### config.mk
export PLATFORM = sky130hd
export DESIGN_NAME = pio_loader
export DESIGN_NICKNAME = d
export VERILOG_FILES = /design/src/rtl/pio_loader.sv
export SDC_FILE = /design/constraint.sdc
export NUM_CORES = 1
export LEC_CHECK = 0
export ABC_CLOCK_PERIOD_IN_PS = 6400
export BUFFER_PORTS_ARGS = -buffer_cell sky130_fd_sc_hd__buf_4
export CORE_ASPECT_RATIO = 1.4
export CORE_UTILIZATION = 45
export DETAILED_ROUTE_END_ITERATION = 6
export GPL_TIMING_DRIVEN = 0
export PLACE_DENSITY = 0.71
export RECOVER_POWER = 100
export REMOVE_ABC_BUFFERS = 1
export SLEW_MARGIN = 20
export SYNTH_ARGS = -nofsm -noshare
export SYNTH_HDL_FRONTEND = slang
export SYNTH_SLANG_ARGS = --single-unit
### constraint.sdc
create_clock -name clk -period 6.4 [get_ports clk]
set_input_delay 1.28 -clock clk [delete_from_list [all_inputs] [get_ports clk]]
set_output_delay 1.28 -clock clk [all_outputs]
set_load 0.01 [all_outputs]
### src/rtl/pio_loader.sv
// rtl/pio_loader.sv - boot-time PIO program/config loader with host pass-through
module pio_loader #(
    parameter int PROG_DEPTH = 32,
    parameter int ADDR_W     = 5
) (
    input  logic              clk,
    input  logic              reset,
    input  logic              start,
    input  logic [5:0]        plen,
    input  logic [1:0]        machine,
    input  logic [23:0]       div,
    input  logic [31:0]       pin_grps,
    input  logic [4:0]        sideset_bits,
    input  logic [31:0]       shift_cfg,
    input  logic [3:0]        en_mask,
    output logic [ADDR_W-1:0] prog_addr,
    input  logic [15:0]       prog_data,
    input  logic              host_valid,
    output logic              host_ready,
    input  logic [3:0]        host_action,
    input  logic [ADDR_W-1:0] host_index,
    input  logic [1:0]        host_mindex,
    input  logic [31:0]       host_din,
    output logic [3:0]        action,
    output logic [ADDR_W-1:0] index,
    output logic [1:0]        mindex,
    output logic [31:0]       din,
    output logic              busy,
    output logic              done,
    output logic              err
);
    localparam logic [3:0] ACT_NONE  = 4'd0;
    localparam logic [3:0] ACT_INSTR = 4'd1;
    localparam logic [3:0] ACT_PEND  = 4'd2;
    localparam logic [3:0] ACT_GRPS  = 4'd5;
    localparam logic [3:0] ACT_EN    = 4'd6;
    localparam logic [3:0] ACT_DIV   = 4'd7;
    localparam logic [3:0] ACT_SIDES = 4'd8;
    localparam logic [3:0] ACT_SHIFT = 4'd10;
    localparam logic [6:0] DEPTH_LIM = 7'(PROG_DEPTH);

    typedef enum logic [3:0] {
        S_IDLE, S_PRIME, S_INSTR, S_PEND, S_DIV,
        S_GRPS, S_SIDES, S_SHIFT, S_EN, S_FIN
    } state_t;

    state_t            state;
    logic [5:0]        plen_q;
    logic [1:0]        mach_q;
    logic [23:0]       div_q;
    logic [31:0]       grps_q;
    logic [4:0]        sides_q;
    logic [31:0]       shift_q;
    logic [3:0]        en_q;
    logic              err_q;
    logic [ADDR_W-1:0] word_cnt;
    logic [ADDR_W-1:0] last_addr;
    logic [ADDR_W-1:0] next_addr;
    logic              plen_ok;

    assign plen_ok    = (plen != 6'd0) && ({1'b0, plen} <= DEPTH_LIM);
    assign last_addr  = ADDR_W'(plen_q - 6'd1);
    // ROM address runs one word ahead of the INSTR stream and parks on the last word
    assign next_addr  = (prog_addr == last_addr) ? prog_addr : prog_addr + 1'b1;
    assign host_ready = (state == S_IDLE) && !start;

    always_ff @(posedge clk or posedge reset) begin
        if (reset) begin
            state     <= S_IDLE;
            action    <= ACT_NONE;
            index     <= '0;
            mindex    <= '0;
            din       <= '0;
            prog_addr <= '0;
            busy      <= 1'b0;
            done      <= 1'b0;
            err       <= 1'b0;
            plen_q    <= '0;
            mach_q    <= '0;
            div_q     <= '0;
            grps_q    <= '0;
            sides_q   <= '0;
            shift_q   <= '0;
            en_q      <= '0;
            err_q     <= 1'b0;
            word_cnt  <= '0;
        end else begin
            done   <= 1'b0;
            err    <= 1'b0;
            action <= ACT_NONE;
            index  <= '0;
            din    <= '0;
            mindex <= mach_q;
            case (state)
                S_IDLE: begin
                    mindex <= '0;
                    if (start) begin
                        plen_q    <= plen;
                        mach_q    <= machine;
                        div_q     <= div;
                        grps_q    <= pin_grps;
                        sides_q   <= sideset_bits;
                        shift_q   <= shift_cfg;
                        en_q      <= en_mask;
                        err_q     <= !plen_ok;
                        busy      <= 1'b1;
                        prog_addr <= '0;
                        word_cnt  <= '0;
                        state     <= plen_ok ? S_PRIME : S_FIN;
                    end else if (host_valid) begin
                        action <= host_action;
                        index  <= host_index;
                        mindex <= host_mindex;
                        din    <= host_din;
                    end
                end
                S_PRIME: begin
                    prog_addr <= next_addr;
                    state     <= S_INSTR;
                end
                S_INSTR: begin
                    action    <= ACT_INSTR;
                    index     <= word_cnt;
                    din       <= {16'h0, prog_data};
                    prog_addr <= next_addr;
                    if (word_cnt == last_addr) begin
                        state <= S_PEND;
                    end else begin
                        word_cnt <= word_cnt + 1'b1;
                    end
                end
                S_PEND: begin
                    action <= ACT_PEND;
                    din    <= {26'h0, plen_q - 6'd1};
                    state  <= S_DIV;
                end
                S_DIV: begin
                    action <= ACT_DIV;
                    din    <= {8'h0, div_q};
                    state  <= S_GRPS;
                end
                S_GRPS: begin
                    action <= ACT_GRPS;
                    din    <= grps_q;
                    state  <= S_SIDES;
                end
                S_SIDES: begin
                    action <= ACT_SIDES;
                    din    <= {27'h0, sides_q};
                    state  <= S_SHIFT;
                end
                S_SHIFT: begin
                    action <= ACT_SHIFT;
                    din    <= shift_q;
                    state  <= S_EN;
                end
                S_EN: begin
                    action <= ACT_EN;
                    din    <= {28'h0, en_q};
                    state  <= S_FIN;
                end
                S_FIN: begin
                    done  <= 1'b1;
                    err   <= err_q;
                    busy  <= 1'b0;
                    state <= S_IDLE;
                end
                default: state <= S_IDLE;
            endcase
        end
    end
endmodule

==> results_dict.tcl, run 1 <==
set metrics [dict create \
    outcome "finished with violations" \
    violations "max-capacitance violations, max-slew violations" \
    place_area_um2 9320 \
    finalClockSkew_ps 7.50 \
    cap_violations 6 \
    period_share 0.684 \
    cp.depth 6 \
    cp_top_family "simple AND/OR/NAND/NOR gates" \
    dieWidth_um 111 \
    htree_levels 4 \
    hold_class "reg -> reg" \
    drive_above_1_share 0.224 \
    vdd_ir_drop_max_mv 0.246 \
    holdPathStages 2 \
    first_pass_iters 6 \
    clock-sinks 166 \
    crit_arrival_ps 4700 \
    overflow 0 \
    crit_buf_inv 1 \
    finalPower_mw 4.48 \
    p_per_area_nw_per_um2 467 \
    drc 0 \
    syn-cell-area_um2 7440 \
    clock-root-buffer "clkbuf_16" \
    crit_required_ps 6730 \
    antenna_found_initial 1 \
    drtIter0Drc 387 \
    core_um2 16200 \
    crit_slowest_cell "nor3b_1" \
    cts_resized 0 \
    hold_buffers 0 \
    syn-instance-count 796 \
    setup_violations 0 \
    max_stage_delay_ps 1480 \
    cts_tree "yes" \
    grt_pass1_wl_um 32800 \
    avgSynthCellArea_um2 9.35 \
    wirelength_um 20600 \
    rr_worst_depth 6 \
    worst_pin_slew_ps 3120 \
    gp_congestion 0.837 \
    area_delta_synth_final_pct 28.9 \
    clk_pin_slew_worst_paths_ps 60 \
    ios 220 \
    hpwl_um 14100 \
    cts_buffer_depth 2 \
    cts_setup_buffers 0 \
    clk_latency_ps 420 \
    crit_chain "nor2_1 -> nand2_1 -> nor3b_1 -> clkbuf_1 -> a222oi_1 -> o211ai_1" \
    timing.fmax_mhz 228 \
    criticalPathCategory "reg -> reg" \
    hold_viol_final 0 \
    placementRows 55 \
    ys_seq_area_frac 0.558 \
    yosysUniqueCellTypes 59 \
    rsz0062_at_grt "no" \
    slew_headroom -1.09 \
    ys_ff_latch 166 \
    cp-end-kind "flop" \
    numCtsBuffers 17 \
    grt_max_degree 98 \
    leakage_nw 4.92 \
    design_area_um2 9590 \
    min_period_ps 4380 \
    ant_nets 0 \
    port-buffer-count 219 \
    start_util 0.460 \
    nNetsFinal 1169 \
    slew_violations 224 \
    startpoint_type "flop" \
    dr_total_vias 6272 \
    synth_warnings 0 \
    gr-usage-all-layers 0.249 \
    routed_via_density 5.18 \
    grt_pass1_vias 6302 \
    wl_per_cell_um 17.0 \
    die_area_um2 17100 \
    die_h_um 154 \
    crit_fanout 23 \
]
## power by group
group	total (mW)	internal (mW)	switching, mW
sequential	1.84	1.50	0.341
combinational	1.58	0.680	0.901
clock	1.06	0.637	0.424
## flip-flops by register name, indices dropped and copies added (netlist names), 5 cells and up
| register | count |
|---|---|
| din | 32 |
| word_cnt | 5 |
| prog_addr | 5 |
| plen_q | 6 |
| index | 5 |
| div_q | 24 |
| shift_q | 32 |
| sides_q | 5 |
| grps_q | 32 |
## final cells by class
type                    instances  area (um^2)
repair buffers                229         1560
diodes                          1         2.50
fillers                      1484         6580
multi-input cells             567         2950
flip-flops and latches        166         4160
inverters                      17         65.1
well taps                     199          249
clock inverters                11          146
clock buffers                  21          460
## path summary, 6_finish.rpt
| kind | from | slack (ps) | to |
|---|---|---|---|
| min in group asynchronous | reset | 1750 | shift_q[25]$_DFFE_PP0P_ |
| worst min-delay path | grps_q[19]$_DFFE_PP0P_ | 470 | grps_q[19]$_DFFE_PP0P_ |
| max in group asynchronous | reset | 3230 | din[23]$_DFF_PP0_ |
| worst min register to register | grps_q[19]$_DFFE_PP0P_ | 470 | grps_q[19]$_DFFE_PP0P_ |
| worst max register to register | state[1]$_DFFE_PP0P_ | 2020 | din[0]$_DFF_PP0_ |
| worst max-delay path | state[1]$_DFFE_PP0P_ | 2020 | din[0]$_DFF_PP0_ |
## cell usage after synthesis, drive strengths merged
cell     instances  area, um^2
and2b            2        17.5
mux2i           11         110
dfrtp          166        4150
a22oi           23         178
a22o            11        96.3
a211oi           1        7.51
nand2          333        1250
o211ai           4        35.0
a21oi           16        83.8
nor2            31         129
and4b            1        13.8
o21bai           1        7.51
or3b             1        8.76
nand3b           4        30.0
o22ai            4        25.0
or3              2        12.5
a211o            1        8.76
xor2             3        26.3
a222oi          10         100
xnor2           12         105
clkbuf          13        48.8
a31oi            1        6.26
nor3             8        51.3
nand4            1        12.5
o21ai           22         114
or4              2        15.0
o211a            1        10.0
a21o             2        15.0
a221oi           2        17.5
a32oi            2        17.5
and2             4        25.0
and3             5        31.3
nand2b           3        18.8
a2111oi          1        15.0
inv             17        63.8
a21boi           1        18.8
mux2            10         120
ha               3        37.5
nand3           15        75.1
buf             33         190
nor3b            3        32.5
a221o            4        40.0
xnor3            2        45.0
nor2b            4        25.0
## cells in the final DEF, fill, tap and decap left out, types with 3 or more instances in the layout
| master | n |
|---|---|
| buf_4 | 167 |
| nand3_1 | 15 |
| nand3b_1 | 4 |
| xor2_1 | 3 |
| clkbuf_16 | 17 |
| and3_1 | 5 |
| nand2_1 | 333 |
| nor2b_1 | 4 |
| o22ai_1 | 4 |
| inv_6 | 3 |
| inv_1 | 15 |
| a222oi_1 | 10 |
| nor2_1 | 29 |
| o21ai_0 | 19 |
| bufinv_16 | 3 |
| a22oi_1 | 22 |
| nor3_1 | 6 |
| ha_1 | 3 |
| clkinv_2 | 3 |
| clkbuf_1 | 59 |
| xnor2_1 | 12 |
| o211ai_1 | 3 |
| mux2_2 | 8 |
| a21oi_1 | 16 |
| mux2i_1 | 11 |
| nand2b_1 | 3 |
| a221o_1 | 4 |
| dfrtp_1 | 165 |
| a22o_1 | 11 |
## layer usage
layer | track usage | vias up | share of wire
met2 | 0.418 | 201 | 0.51
met3 | 0.0592 | 44 | 0.051
met4 | 0.133 | 0 | 0.038
met1 | 0.297 | 2998 | 0.40
li1 | - | 3029 | -
met5 | 0 | - | 0
## tightest hold or removal path, cell delays in order (launching register included)
cell and delay (ps):
dfrtp_1 340, nand2_1 50, nand2_1 50
## cells by family after synthesis
family,count (synthesis),synth area share
flip-flops,166,0.558
AO/OA/AOI/OAI,107,0.107
multiplexers,21,0.0309
XOR/XNOR,17,0.0237
AND/OR/NAND/NOR,419,0.235
buffers and inverters,63,0.0407
adder cells (fa/ha/maj),3,0.00504
## metrics by stage
| stage | std cells | hold WS [ps] | setup slack, ps | setup TNS, ps | util |
|---|---|---|---|---|---|
| after global placement | 1168 | 454 | -1380 | -226870 | 0.563 |
| after CTS | 1210 | 477 | 2960 | 0 | 0.614 |
| after global routing | 1211 | 487 | 1700 | 0 | 0.593 |
| after detailed placement | 1178 | 462 | 3410 | 0 | 0.577 |
| after floorplan | 750 | 440 | 630 | 0 | - |
| final | 1211 | 472 | 2020 | 0 | 0.593 |
Power figures use the tool's default switching activity.
==> run 2: changes to the inputs <==
--- a/config.mk
+++ b/config.mk
@@ -5,7 +5,7 @@
 export SDC_FILE = /design/constraint.sdc
 export NUM_CORES = 1
 export LEC_CHECK = 0
-export ABC_CLOCK_PERIOD_IN_PS = 6400
+export ABC_CLOCK_PERIOD_IN_PS = 4400
 export BUFFER_PORTS_ARGS = -buffer_cell sky130_fd_sc_hd__buf_4
 export CORE_ASPECT_RATIO = 1.4
 export CORE_UTILIZATION = 45
==> constraint.sdc (replaced) <==
create_clock -name clk -period 4.4 [get_ports clk]
set_input_delay 0.88 -clock clk [delete_from_list [all_inputs] [get_ports clk]]
set_output_delay 0.88 -clock clk [all_outputs]
set_load 0.01 [all_outputs]
==> run 2 against run 1 <==
Power increased by 46%. Flip-flop and latch count unchanged. Hold slack about the same. Largest cell class unchanged. Final cell count unchanged. Clock-buffer cell count unchanged. Non-clock buffer count unchanged. The flow still finishes with violations (max-capacitance violations, max-slew violations). Combinational power increased by 46%. Clock power increased by 45%. Die area unchanged. Fmax increased by 24%. Via count increased by 0.29%. Register-to-register slack got worse by 1100 ps. Highest routed layer unchanged.
==> results_dict.tcl, run 2 (synthesis results as in run 1) <==
set metrics [dict create \
    final_cell_mix "nand2_1, buf_4, dfrtp_1, clkbuf_1, nor2_1" \
    timing.fmax_mhz 284 \
    slew_violations 121 \
    startpoint_type "flop" \
    cp-end-kind "flop" \
    overflow 0 \
    vdd_ir_drop_max_mv 0.387 \
    r2r_slack_ps 880 \
    gr-usage-all-layers 0.249 \
    fill_cells 1481 \
    worstHoldStart "grps_q[19]$_DFFE_PP0P_" \
    min_period_ps 3520 \
    first_pass_iters 5 \
    clk_latency_ps 420 \
    start_util 0.460 \
    antenna_found_initial 1 \
    cap_violations 3 \
    finalClockSkew_ps 7.58 \
    grt_max_degree 98 \
    rr_worst_depth 4 \
    gp_congestion 0.837 \
    rsz0062_at_grt "no" \
    core_um2 16200 \
    p_per_area_nw_per_um2 678 \
    fin_ws_ps 879 \
    nNetsFinal 1169 \
    layout_commonest_cell "nand2_1" \
    grt_pass1_vias 6302 \
    worst_pin_slew_ps 2680 \
    cts_setup_buffers 0 \
    drive_above_1_share 0.226 \
    cts_resized 0 \
    clk_pin_slew_worst_paths_ps 60 \
    wl_per_cell_um 17.0 \
    die_h_um 154 \
    drc 0 \
    die_area_um2 17100 \
    detailedPlace.worstSlack_ps 1660 \
    clock-sinks 166 \
    hold_class "reg -> reg" \
    holdPathStages 2 \
    period_share 0.800 \
    drtIter0Drc 386 \
    htree_levels 4 \
    violations "max-capacitance violations, max-slew violations" \
    numCtsBuffers 17 \
    slew_headroom -0.784 \
    hold_buffers 0 \
    min_to "grps_q[19]$_DFFE_PP0P_" \
    ios 220 \
    crit_required_ps 4710 \
    leakage_nw 4.94 \
    hpwl_um 14100 \
    whs_ps 472 \
    wirelength_um 20600 \
    dieWidth_um 111 \
    setup_violations 0 \
    crit_arrival_ps 3830 \
    clock-root-buffer "clkbuf_16" \
    area_delta_synth_final_pct 29.1 \
    cts_tree "yes" \
    reg_top3 "din: 32 flops, grps_q: 32 flops, shift_q: 32 flops" \
    crit_fanout 27 \
    outcome "finished with violations" \
    dr_total_vias 6290 \
    r2r_end "word_cnt[3]$_DFFE_PP0P_" \
    grt_pass1_wl_um 32800 \
    cts_buffer_depth 2 \
    ant_nets 0 \
    port-buffer-count 219 \
    r2r_start "state[1]$_DFFE_PP0P_" \
    criticalPathCategory "reg -> reg" \
    hold_viol_final 0 \
    placementRows 55 \
    routed_via_density 5.19 \
]
[run 2: report_power, final]
group | internal, mW | total [mW] | switching [mW]
logic | 0.985 | 2.30 | 1.32
registers | 2.17 | 2.67 | 0.498
clock network | 0.926 | 1.54 | 0.616
total | 4.09 | 6.52 | 2.43
[run 2: layer usage]
| layer | track usage | wire length [um] |
|---|---|---|
| met5 | 0 | 0 |
| met4 | 0.133 | 808 |
| met3 | 0.0592 | 1060 |
| met2 | 0.418 | 10500 |
| met1 | 0.297 | 8150 |
[run 2: worst max-delay path: stages, from the launching register on]
cell and delay, ps:
dfrtp_1 950, and2b_1 380, and2_0 1410, a21oi_2 220, a221o_1 430
[run 2: final cells by class]
| class | count | area (um^2) | share of cell area |
|---|---|---|---|
| sequential | 166 | 4160 | 0.432 |
| tap | 199 | 249 | 0.0259 |
| inverter | 17 | 63.8 | 0.00664 |
| clock inverter | 11 | 146 | 0.0152 |
| multi-input combinational | 567 | 2970 | 0.309 |
| timing repair buffer | 229 | 1560 | 0.163 |
| clock buffer | 21 | 460 | 0.0479 |
| antenna | 1 | 2.50 | 0.000260 |
[run 2: worst max-delay path by stage]
| stage | cells past startpoint | to | startpoint |
|---|---|---|---|
| after global routing | 7 | div_q[17]$_DFFE_PP0P_ | state[1]$_DFFE_PP0P_ |
| after detailed placement | 6 | din[1]$_DFF_PP0_ | state[1]$_DFFE_PP0P_ |
| after CTS | 4 | host_ready | state[1]$_DFFE_PP0P_ |
| after floorplan | 1 | action[0]$_DFF_PP0_ | reset |
| final | 4 | word_cnt[3]$_DFFE_PP0P_ | state[1]$_DFFE_PP0P_ |
| after global placement | 2 | shift_q[3]$_DFFE_PP0P_ | reset |
[run 2: through the flow]
step / util / setup TNS [ps] / instances / power [mW] / cell area, um^2
after floorplan: - / -161030 / 750 / 4.25 / 7210
after detailed placement: 0.577 / 0 / 1178 / 5.23 / 9320
after CTS: 0.614 / 0 / 1210 / 6.79 / 9930
final: 0.595 / 0 / 1211 / 6.52 / 9610
after global routing: 0.595 / 0 / 1211 / 7.00 / 9610
after global placement: 0.563 / -598150 / 1168 / 5.12 / 9100
==> run 3: changes to the inputs <==
--- a/config.mk
+++ b/config.mk
@@ -5,7 +5,8 @@
 export SDC_FILE = /design/constraint.sdc
 export NUM_CORES = 1
 export LEC_CHECK = 0
-export ABC_CLOCK_PERIOD_IN_PS = 4400
+export ABC_AREA = 1
+export ABC_CLOCK_PERIOD_IN_PS = 3480
 export BUFFER_PORTS_ARGS = -buffer_cell sky130_fd_sc_hd__buf_4
 export CORE_ASPECT_RATIO = 1.4
 export CORE_UTILIZATION = 45
==> constraint.sdc (replaced) <==
create_clock -name clk -period 3.48 [get_ports clk]
set_input_delay 0.696 -clock clk [delete_from_list [all_inputs] [get_ports clk]]
set_output_delay 0.696 -clock clk [all_outputs]
set_load 0.01 [all_outputs]
==> run 3 against run 2 <==
The flow still finishes with violations (max-capacitance violations, max-slew violations). Combinational power rose by 8%. Power increased by 15%. Via count increased by 0.64%. Hold slack got worse by 5.6 ps. Register-to-register slack lost 240 ps. Wire length decreased by 5.5%. Sequential share of layout area is 0.49 points higher.
==> results_dict.tcl, run 3 <==
set metrics [dict create \
    drc 0 \
    crit_required_ps 3750 \
    clock-sinks 166 \
    start_util 0.465 \
    die_h_um 153 \
    synth_edf_count 0 \
    synth_xor_area_frac 0.00958 \
    numCtsBuffers 17 \
    grt_max_degree 90 \
    ys.flop_type "dfrtp_1" \
    slew_headroom -0.125 \
    dieWidth_um 110 \
    async_flop_share 1.00 \
    max_stage_delay_ps 540 \
    routed_via_density 4.98 \
    gr-usage-all-layers 0.248 \
    cap_violations 1 \
    synth_top_family_by_area "simple AND/OR/NAND/NOR gates" \
    overflow 0 \
    synthTopCellsByCount "nand2_1, dfrtp_1, inv_1" \
    ys_ff_latch 166 \
    cts_buffer_depth 2 \
    leakage_nw 4.87 \
    crit_fanout 38 \
    clk_latency_ps 420 \
    startpoint_type "flop" \
    ant_nets 0 \
    drive_above_1_share 0.206 \
    port-buffer-count 219 \
    yosysTopAreaCell "dfrtp_1" \
    ys_seq_area_frac 0.568 \
    synth_warnings 0 \
    clock-root-buffer "clkbuf_16" \
    period_share 0.818 \
    cts_setup_buffers 0 \
    yosysMostFrequentCell "nand2_1" \
    hold_buffers 0 \
    setup_violations 0 \
    vdd_ir_drop_max_mv 0.382 \
    yosysUniqueCellTypes 35 \
    synth-compound-area-share 0.0985 \
    ios 220 \
    outcome "finished with violations" \
    synth_top_area_frac 0.568 \
    crit_slowest_cell "clkbuf_2" \
    worst_pin_slew_ps 1690 \
    die_area_um2 16800 \
    first_pass_iters 5 \
    hold_viol_final 0 \
    min_period_ps 2850 \
    grt_pass1_wl_um 31400 \
    syn-instance-count 854 \
    final_cell_mix "nand2_1, dfrtp_1, buf_4, inv_1, o21ai_0" \
    tns_ps 0 \
    critical_path.most_common_cell "buf_16" \
    hold_class "in -> reg" \
    htree_levels 4 \
    reg_top3 "din: 32 flops, grps_q: 32 flops, shift_q: 32 flops" \
    rsz0062_at_grt "no" \
    placementRows 54 \
    cp-end-kind "flop" \
    p_per_area_nw_per_um2 790 \
    nNetsFinal 1233 \
    slew_violations 78 \
    yosys-top-cells-area "dfrtp_1, nand2_1, o21ai_0" \
    hpwl_um 13400 \
    layout_commonest_cell "nand2_1" \
    clk_pin_slew_worst_paths_ps 60 \
    cts_resized 0 \
    grt_pass1_vias 6404 \
    diodes 0 \
    dr_total_vias 6330 \
    wirelength_um 19400 \
    timing.fmax_mhz 351 \
    crit_chain "nor2_1 -> nand2_1 -> nor2_4 -> buf_12 -> buf_16 -> buf_16 -> clkbuf_2 -> o21ai_0" \
    syn-cell-area_um2 7310 \
    finalClockSkew_ps 9.71 \
    core_um2 15700 \
    violations "max-capacitance violations, max-slew violations" \
    antenna_found_initial 0 \
    synth_mux_area_frac 0 \
    gp_congestion 0.841 \
    synthAdderAreaFrac 0.00513 \
    avgSynthCellArea_um2 8.57 \
    fill_cells 1465 \
    crit_arrival_ps 3120 \
    drtIter0Drc 336 \
    synth-simple-area-share 0.246 \
    area_delta_synth_final_pct 29.9 \
    final_util 0.604 \
    cts_tree "yes" \
    wl_per_cell_um 15.3 \
    criticalPathCategory "reg -> reg" \
]
## run 3: changes by cell type after synthesis, sizes merged, moves of 11 or more
cell,change
nand2,+21
a22oi,-16
nand3,+27
mux2i,-11
xnor2,-12
o22ai,+11
inv,+65
o21ai,+44
## run 3: area by class of cell
type | count | area [um^2] | area share
multi-input combinational | 570 | 2610 | 0.274
timing repair buffer | 225 | 1580 | 0.166
sequential | 166 | 4150 | 0.437
inverter | 82 | 314 | 0.0330
clock inverter | 10 | 118 | 0.0124
tap | 196 | 245 | 0.0258
clock buffer | 22 | 484 | 0.0509
## run 3: worst max-delay path, delay by kind of cell (launching register included)
family | cells | cell delay, ps
buf+inv | 4 | 1120
simple gates | 3 | 910
flops | 1 | 450
compound gates | 1 | 180
## run 3: logic make-up (layout without fill, tap and decap cells)
group | Yosys count | in the layout
AND/OR/NAND/NOR | 435 | 435
buffers and inverters | 118 | 339
XOR/XNOR | 8 | 8
adder cells (fa/ha/maj) | 3 | 3
flip-flops | 166 | 166
AO/OA/AOI/OAI | 124 | 124
## run 3: path summary, 6_finish.rpt
check                                       start                       to  slack, ps  depth (start not counted)
max                          state[0]$_DFFE_PP0P_  shift_q[21]$_DFFE_PP0P_        630                          8
min reg2reg                grps_q[19]$_DFFE_PP0P_   grps_q[19]$_DFFE_PP0P_        470                          2
max reg2reg                  state[0]$_DFFE_PP0P_  shift_q[21]$_DFFE_PP0P_        630                          8
max in group asynchronous                   reset    grps_q[0]$_DFFE_PP0P_       1660                          3
min in group asynchronous                   reset        din[30]$_DFF_PP0_        720                          2
min                                       div[17]    div_q[17]$_DFFE_PP0P_        470                          3
## run 3: power by group
part | internal, mW | switching, mW | total, mW
Combinational | 0.891 | 1.60 | 2.49
Sequential | 2.74 | 0.368 | 3.11
Clock | 1.14 | 0.777 | 1.91
Total | 4.77 | 2.74 | 7.51
## run 3: metal layers
metal	track usage	wire length, um	part of all wire
met3	0.0576	1020	0.052
met4	0.106	694	0.036
met1	0.295	7820	0.40
met2	0.424	9890	0.51
met5	0	0	0
## run 3: per-stage QoR
step	setup slack, ps	hold WS [ps]	instances	power [mW]	area (um^2)
2_1_floorplan	-1710	442	818	4.75	7100
3_3_place_gp	-3760	453	1233	5.68	8980
3_5_place_dp	852	458	1239	5.84	9150
4_1_cts	837	339	1271	7.76	9750
5_1_grt	352	455	1271	8.09	9500
6_report	635	466	1271	7.51	9500
